<file path="src/rtl/mem_copy_dma.sv">
// mem_copy_dma: bus initiator that copies a block of 32-bit words from one
// byte address to another through one port of the dual-port memory.
// Two cycles per word (READ then WRITE), plus one DONE cycle per transfer.
// A start pulse seen while busy is dropped; it is never queued.
//
// Ports:
//   clk, rstb            clock; synchronous active-high reset
//   start, abort         one-cycle request (IDLE only); terminate (READ/WRITE)
//   src_addr, dst_addr   byte addresses, latched on start, aligned to words
//   count                number of words, latched on start
//   busy, done, aborted  status: busy in READ/WRITE/DONE, done pulse,
//                        aborted flag held until the next start
//   words_done           words written so far, held until the next start
//   mem_wr_ena, mem_addr, mem_din, mem_dout   memory port (read data valid
//                        one cycle after its address)
module mem_copy_dma #(
  parameter int N  = 32,
  parameter int CW = 16
) (
  input  logic          clk,
  input  logic          rstb,
  input  logic          start,
  input  logic          abort,
  input  logic [N-1:0]  src_addr,
  input  logic [N-1:0]  dst_addr,
  input  logic [CW-1:0] count,
  output logic          busy,
  output logic          done,
  output logic          aborted,
  output logic [CW-1:0] words_done,
  output logic          mem_wr_ena,
  output logic [N-1:0]  mem_addr,
  output logic [N-1:0]  mem_din,
  input  logic [N-1:0]  mem_dout
);

  typedef enum logic [1:0] {
    IDLE  = 2'd0,
    READ  = 2'd1,
    WRITE = 2'd2,
    DONE  = 2'd3
  } state_t;

  state_t        state;
  state_t        state_nxt;
  logic [N-1:0]  cur_src;
  logic [N-1:0]  cur_dst;
  logic [CW-1:0] remaining;
  // Last values driven on the memory port; replayed in IDLE and DONE so
  // the address/data lines only move while a word is actually in flight.
  logic [N-1:0]  last_addr;
  logic [N-1:0]  last_din;

  always_ff @(posedge clk) begin
    if (rstb) begin
      state <= IDLE;
    end else begin
      state <= state_nxt;
    end
  end

  always_comb begin
    state_nxt  = state;
    busy       = 1'b0;
    done       = 1'b0;
    mem_wr_ena = 1'b0;
    mem_addr   = last_addr;
    mem_din    = last_din;
    case (state)
      IDLE: begin
        if (start) begin
          state_nxt = (count == '0) ? DONE : READ;
        end
      end
      READ: begin
        busy      = 1'b1;
        mem_addr  = cur_src;
        state_nxt = abort ? DONE : WRITE;
      end
      WRITE: begin
        busy       = 1'b1;
        mem_addr   = cur_dst;
        mem_din    = mem_dout;
        // Reset is sampled on the same edge the memory would commit the
        // write, so the enable is masked to keep a reset from landing a
        // partial copy.
        mem_wr_ena = ~rstb;
        state_nxt  = (abort || remaining == CW'(1)) ? DONE : READ;
      end
      DONE: begin
        busy      = 1'b1;
        done      = 1'b1;
        state_nxt = IDLE;
      end
      default: begin
        state_nxt = IDLE;
      end
    endcase
  end

  always_ff @(posedge clk) begin
    if (rstb) begin
      cur_src    <= '0;
      cur_dst    <= '0;
      remaining  <= '0;
      words_done <= '0;
      aborted    <= 1'b0;
      last_addr  <= '0;
      last_din   <= '0;
    end else begin
      last_addr <= mem_addr;
      last_din  <= mem_din;
      case (state)
        IDLE: begin
          if (start) begin
            cur_src    <= {src_addr[N-1:2], 2'b00};
            cur_dst    <= {dst_addr[N-1:2], 2'b00};
            remaining  <= count;
            words_done <= '0;
            aborted    <= 1'b0;
          end
        end
        READ: begin
          if (abort) begin
            aborted <= 1'b1;
          end
        end
        WRITE: begin
          // The write in flight always completes; abort only stops the
          // next word from being fetched.
          cur_src    <= cur_src + N'(4);
          cur_dst    <= cur_dst + N'(4);
          words_done <= words_done + CW'(1);
          remaining  <= remaining - CW'(1);
          if (abort) begin
            aborted <= 1'b1;
          end
        end
        default: begin
        end
      endcase
    end
  end

endmodule

</file>
<file path="config.mk">
export PLATFORM = sky130hd
export DESIGN_NAME = mem_copy_dma
export DESIGN_NICKNAME = d
export VERILOG_FILES = /design/src/rtl/mem_copy_dma.sv
export SDC_FILE = /design/constraint.sdc
export NUM_CORES = 1
export LEC_CHECK = 0
export BUFFER_PORTS_ARGS = -buffer_cell sky130_fd_sc_hd__buf_2
export CAP_MARGIN = 0
export CORE_MARGIN = 5
export CORE_UTILIZATION = 30
export CTS_BUF_LIST = sky130_fd_sc_hd__clkbuf_4 sky130_fd_sc_hd__clkbuf_8
export DETAILED_ROUTE_END_ITERATION = 6
export PLACE_DENSITY = 0.53
export SETUP_SLACK_MARGIN = 0.02
export SYNTH_ARGS = -nofsm -noshare
export SYNTH_HDL_FRONTEND = slang
export SYNTH_SLANG_ARGS = --single-unit
</file>
<file path="constraint.sdc">
create_clock -name clk -period 2.9 [get_ports clk]
set_clock_uncertainty 0.2 [all_clocks]
set_input_delay 0.145 -clock clk [delete_from_list [all_inputs] [get_ports clk]]
set_output_delay 0.145 -clock clk [all_outputs]
set_load 0.005 [all_outputs]
</file>
-- After elaboration in Yosys (flattened, before gate mapping)
Cells that the tools add are included.
- flip-flop bits (word level): 163
- word-level logic and storage cells: 49
- add/sub/neg operators: 4
- equality and inequality tests: 6
- mux-type cells: 21
- bitwise operators: 1
- reductions and logical operators: 9
- operators by type and width (cell ; count):
    $pmux 32 s2 ; 3
    $mux 32 ; 3
    $add 32x3->32 const B ; 2
    $pmux 16 s2 ; 2
    $mux 16 ; 2
    $add 16x1->16 const B ; 1
    $eq 16x1->1 const B ; 1
    $logic_not 16->1 ; 1
    $sub 16x1->16 const B ; 1
    $pmux 2 s4 ; 1
    $mux 1 ; 6
    $mux 2 ; 3
    $eq 2x2->1 const B ; 2
    $reduce_bool 2->1 ; 2
    $reduce_and 3->1 ; 1
    $reduce_or 3->1 ; 1
    $eq 2x1->1 const B ; 1
    $logic_not 2->1 ; 1
    $ne 2x1->1 const B ; 1
    $ne 2x2->1 const B ; 1
    $pmux 1 s2 ; 1
    $reduce_and 2->1 ; 1
    $reduce_or 2->1 ; 1
    $logic_or 1x1->1 ; 1
    $not 1->1 ; 1

-- Logic depth before layout (Yosys ltp)
- depth after elaboration: 4
- depth in mapped cells: 10

-- Least setup slack after synthesis
OpenSTA, ideal clock, no wires.
- path type: register to register
- from: reg state[0]
- to: reg cur_src[21]
- arrival: 1.950 ns
- data required time: 2.626 ns
- path slack: 0.675 ns
- stages on the path, launching flop included: 9
- buffers on the path: 2
- cells stage by stage: dfxtp_1 > inv_1 > ha_1 > clkbuf_1 > mux2_2 > nand2_1 > clkbuf_1 > o311ai_0 > a31oi_1
- longest elaborated chain between the ends: 3
- elaborated cells on any way between the ends: 6
- classes of those cells: eq/ne: 2; mux: 1; reduce/logical: 3
- RTL lines (what ; RTL line ; source):
    start: declaration ; 44 ; state_t state;
    start signal: assignment ; 58 ; state <= state_nxt;
    $eq 2x2->1 / $logic_not 2->1 (equally long branches) ; 113 ; case (state)
    $reduce_bool 2->1 (no source line) / $ne 2x2->1 (equally long branches) ; -- ;
    $reduce_and 2->1 (no source line) ; -- ;
    end signal: assignment ; 116 ; cur_src <= {src_addr[N-1:2], 2'b00};
    end signal: assignment ; 131 ; cur_src <= cur_src + N'(4);
    end: declaration ; 46 ; logic [N-1:0] cur_src;
Parallel ways exist; a longest one is shown, timed or not.
A chain may end at the register's enable or synchronous reset.

-- Worst setup path after layout
- from: reg state[0]
- to: reg cur_src[19]
The elaborated chain is that of the path after synthesis.

==> out/results.txt <==
Worst Setup Start Kind = flip-flop
Final min period = 2.75 ns
Area grow syn2layout = 34.9%
Largest fanout on the critical path = 10
Initial DRC count = 613
Placed Area = 9850 um^2
Util after Layout = 41.0%
Synth top area share = 37.7%
Compound-gate portion of the synthesized area = 21.6%
Seq cells post-synth = 159
Clk_lat worst skew = 0.46 ns
Max_slew headroom = 56.0%
Clock Sinks = 159
Hold_buf cts = 117
CTS tree = built
Arr. time, crit path = 2.94 ns
Worst-Margin Slew = 0.660 ns
Total gr overflow = 0
Clock Tree Buf Depth = 2
Die Span Y = 178 um
Pwr/cell area = 641 nW/um^2
Vias in the first global route = 8443
Rows = 61
Period utilization = 94.8%
Synth Instances = 1049
Final Cell Area = 11400 um^2
Post-Synth XOR/XNOR Area = 1.35%
Post-route insts no fill = 1712
Multiplexer share of the synthesized area = 6.92%
Ranking of synthesized cells by area = dfxtp_1 (38%), a21oi_1 (5.9%), and2_1 (4.9%)
Max_cap viols = 0
P_leak = 4.63 nW
Post-synth net total = 1174
Total Wirelength = 30200 um
Max VDD drop = 287 uV
Status = complete, no violations
Area leader, netlist = dfxtp_1
CTS H-tree lvls = 4
Crit Path Class = reg2reg
Post-route ant nets = 0
First-pass GRT wire length = 46800 um
Die width = 178 um
Setup WS post-layout = 0.150 ns
Unique masters post-synth = 68
Quantity of I/O buffers inserted on ports = 195
Number of post-CTS setup repair buffers = 0
YS warnings = 0
Largest family of logic cells by synthesized area = simple AND/OR/NAND/NOR gates
IO Count = 200
CP Data Required Time = 3.09 ns
CTS resizes = 0
R2R cell count = 7
Post-synthesis sequential area ratio = 37.7%
Avg Cell Area, Syn = 8.05 um^2
Dominant synthesized flop cell = dfxtp_1
RSZ-0062 raised after global routing = no
Vias = 8894
Hold WC Path Type = in2reg
Most frequent cells in the layout = buf_2 (195), dfxtp_1 (159), dlygate4sd3_1 (117), nor2_1 (101), a21oi_1 (99)
Post-DR wirelength/cell = 17.6 um
Placeable Area = 27800 um^2
Crit end category = flip-flop
Ys async rst share = 0%
Overall Global Routing Usage = 18.7%
Maximum clock rate = 0.364 GHz
Final setup fails = 0
Simple-Gate Fraction of Synth Area = 26.0%
Setup TNS = 0 ns
Pwr Total = 7.29 mW
TritonRoute pass-1 iters = 7
Final Hold Viols = 0
Ratio of cells with drive above 1 in the final layout = 22.8%
Worst hold margin = 0.0784 ns
# diodes = 0
HPWL after DPL = 20400 um
Adder-cell share of the synthesized area = 1.33%
Vias per cell = 5.20
Post-synth EDFFs = 0
Synth Cell Area = 8440 um^2
Commonest non-fill, non-tap cell in the layout = buf_2
DRC Markers = 0
Placer Congestion = 0.876
Worst-path clk slew = 0.10 ns
Cells after DPL = 1563
Die area = 31600 um^2
Initial antenna violation count = 0
Initial Utilization = 30.4%
# nets final = 1446
CTS root buffer = clkbuf_8
CTS Buf Count = 17
Final Max Tran Viols = 0
Hold Path Cell Cnt = 5
Fillcell total = 2887
Largest net degree at the start of global routing = 76
Pre-CTS setup slack = 0.382 ns
## power breakdown
part | leakage (nW) | switching [mW] | internal (mW)
logic | 3.14 | 1.54 | 1.23
registers | 1.30 | 0.373 | 2.56
clock network | 0.184 | 0.945 | 0.643
## sequential cells by signal, summed over array words and instances (netlist names)
signal and count:
cur_dst 30, state 2, words_done 16, aborted 1, last_din 32, remaining 16
last_addr 32, cur_src 30
## metal layers
| layer | vias to the layer above | global-route usage (%) | part of all wire (%) |
|---|---|---|---|
| met2 | 282 | 31.7 | 48 |
| met3 | 49 | 3.13 | 5.6 |
| met5 | - | 0 | 0 |
| met4 | 0 | 5.64 | 2.1 |
| li1 | 4391 | - | - |
| met1 | 4172 | 24.6 | 44 |
## final timing paths
| path | start | end | slack, ns |
|---|---|---|---|
| worst max-delay path | state[0] | cur_src[19] | 0.15 |
| worst min-delay path | src_addr[25] | cur_src[25] | 0.08 |
| worst max register to register | state[0] | cur_src[19] | 0.15 |
| worst min register to register | words_done[15] | words_done[15] | 0.29 |
## synthesized netlist by cell type, types with 16 or more instances
master	n
nand2_1	77
inv_1	17
nor2_1	101
nand3_1	37
mux2_2	35
a22oi_1	38
dfxtp_1	159
mux2i_1	19
o21ai_0	44
nand4_1	31
a211oi_1	16
a21oi_1	99
o22ai_1	16
and2_1	66
nor3_1	25
and3_1	17
clkbuf_1	64
## worst max-delay path, stage by stage, from the launching register on
cell and delay [ns]:
dfxtp_1 0.35, inv_1 0.15, ha_2 0.35, mux2_2 0.41, nand2_1 0.34, o221ai_1 0.18, dlygate4sd3_1 0.58, a21oi_1 0.11
## final cells by class
type / count / area (um^2) / share of cell area [%]
Multi-Input combinational cell: 784 / 4860 / 42.7
Sequential cell: 159 / 3180 / 28.0
Timing Repair Buffer: 341 / 2440 / 21.4
Tap cell: 378 / 473 / 4.16
Clock buffer: 19 / 255 / 2.24
Clock inverter: 13 / 105 / 0.923
Inverter: 18 / 67.6 / 0.594
## kinds of logic (layout without fill, tap and decap cells)
logic type / Yosys count / in the layout
muxes: 54 / 54
xor gates and xnor gates: 13 / 13
and+or+nand+nor: 420 / 420
adders and majority gates: 9 / 9
buffers and inverters: 106 / 391
DFF: 159 / 159
AOI/OAI and AO/OA: 288 / 288
Note: power is estimated with default switching activity, not from simulation.
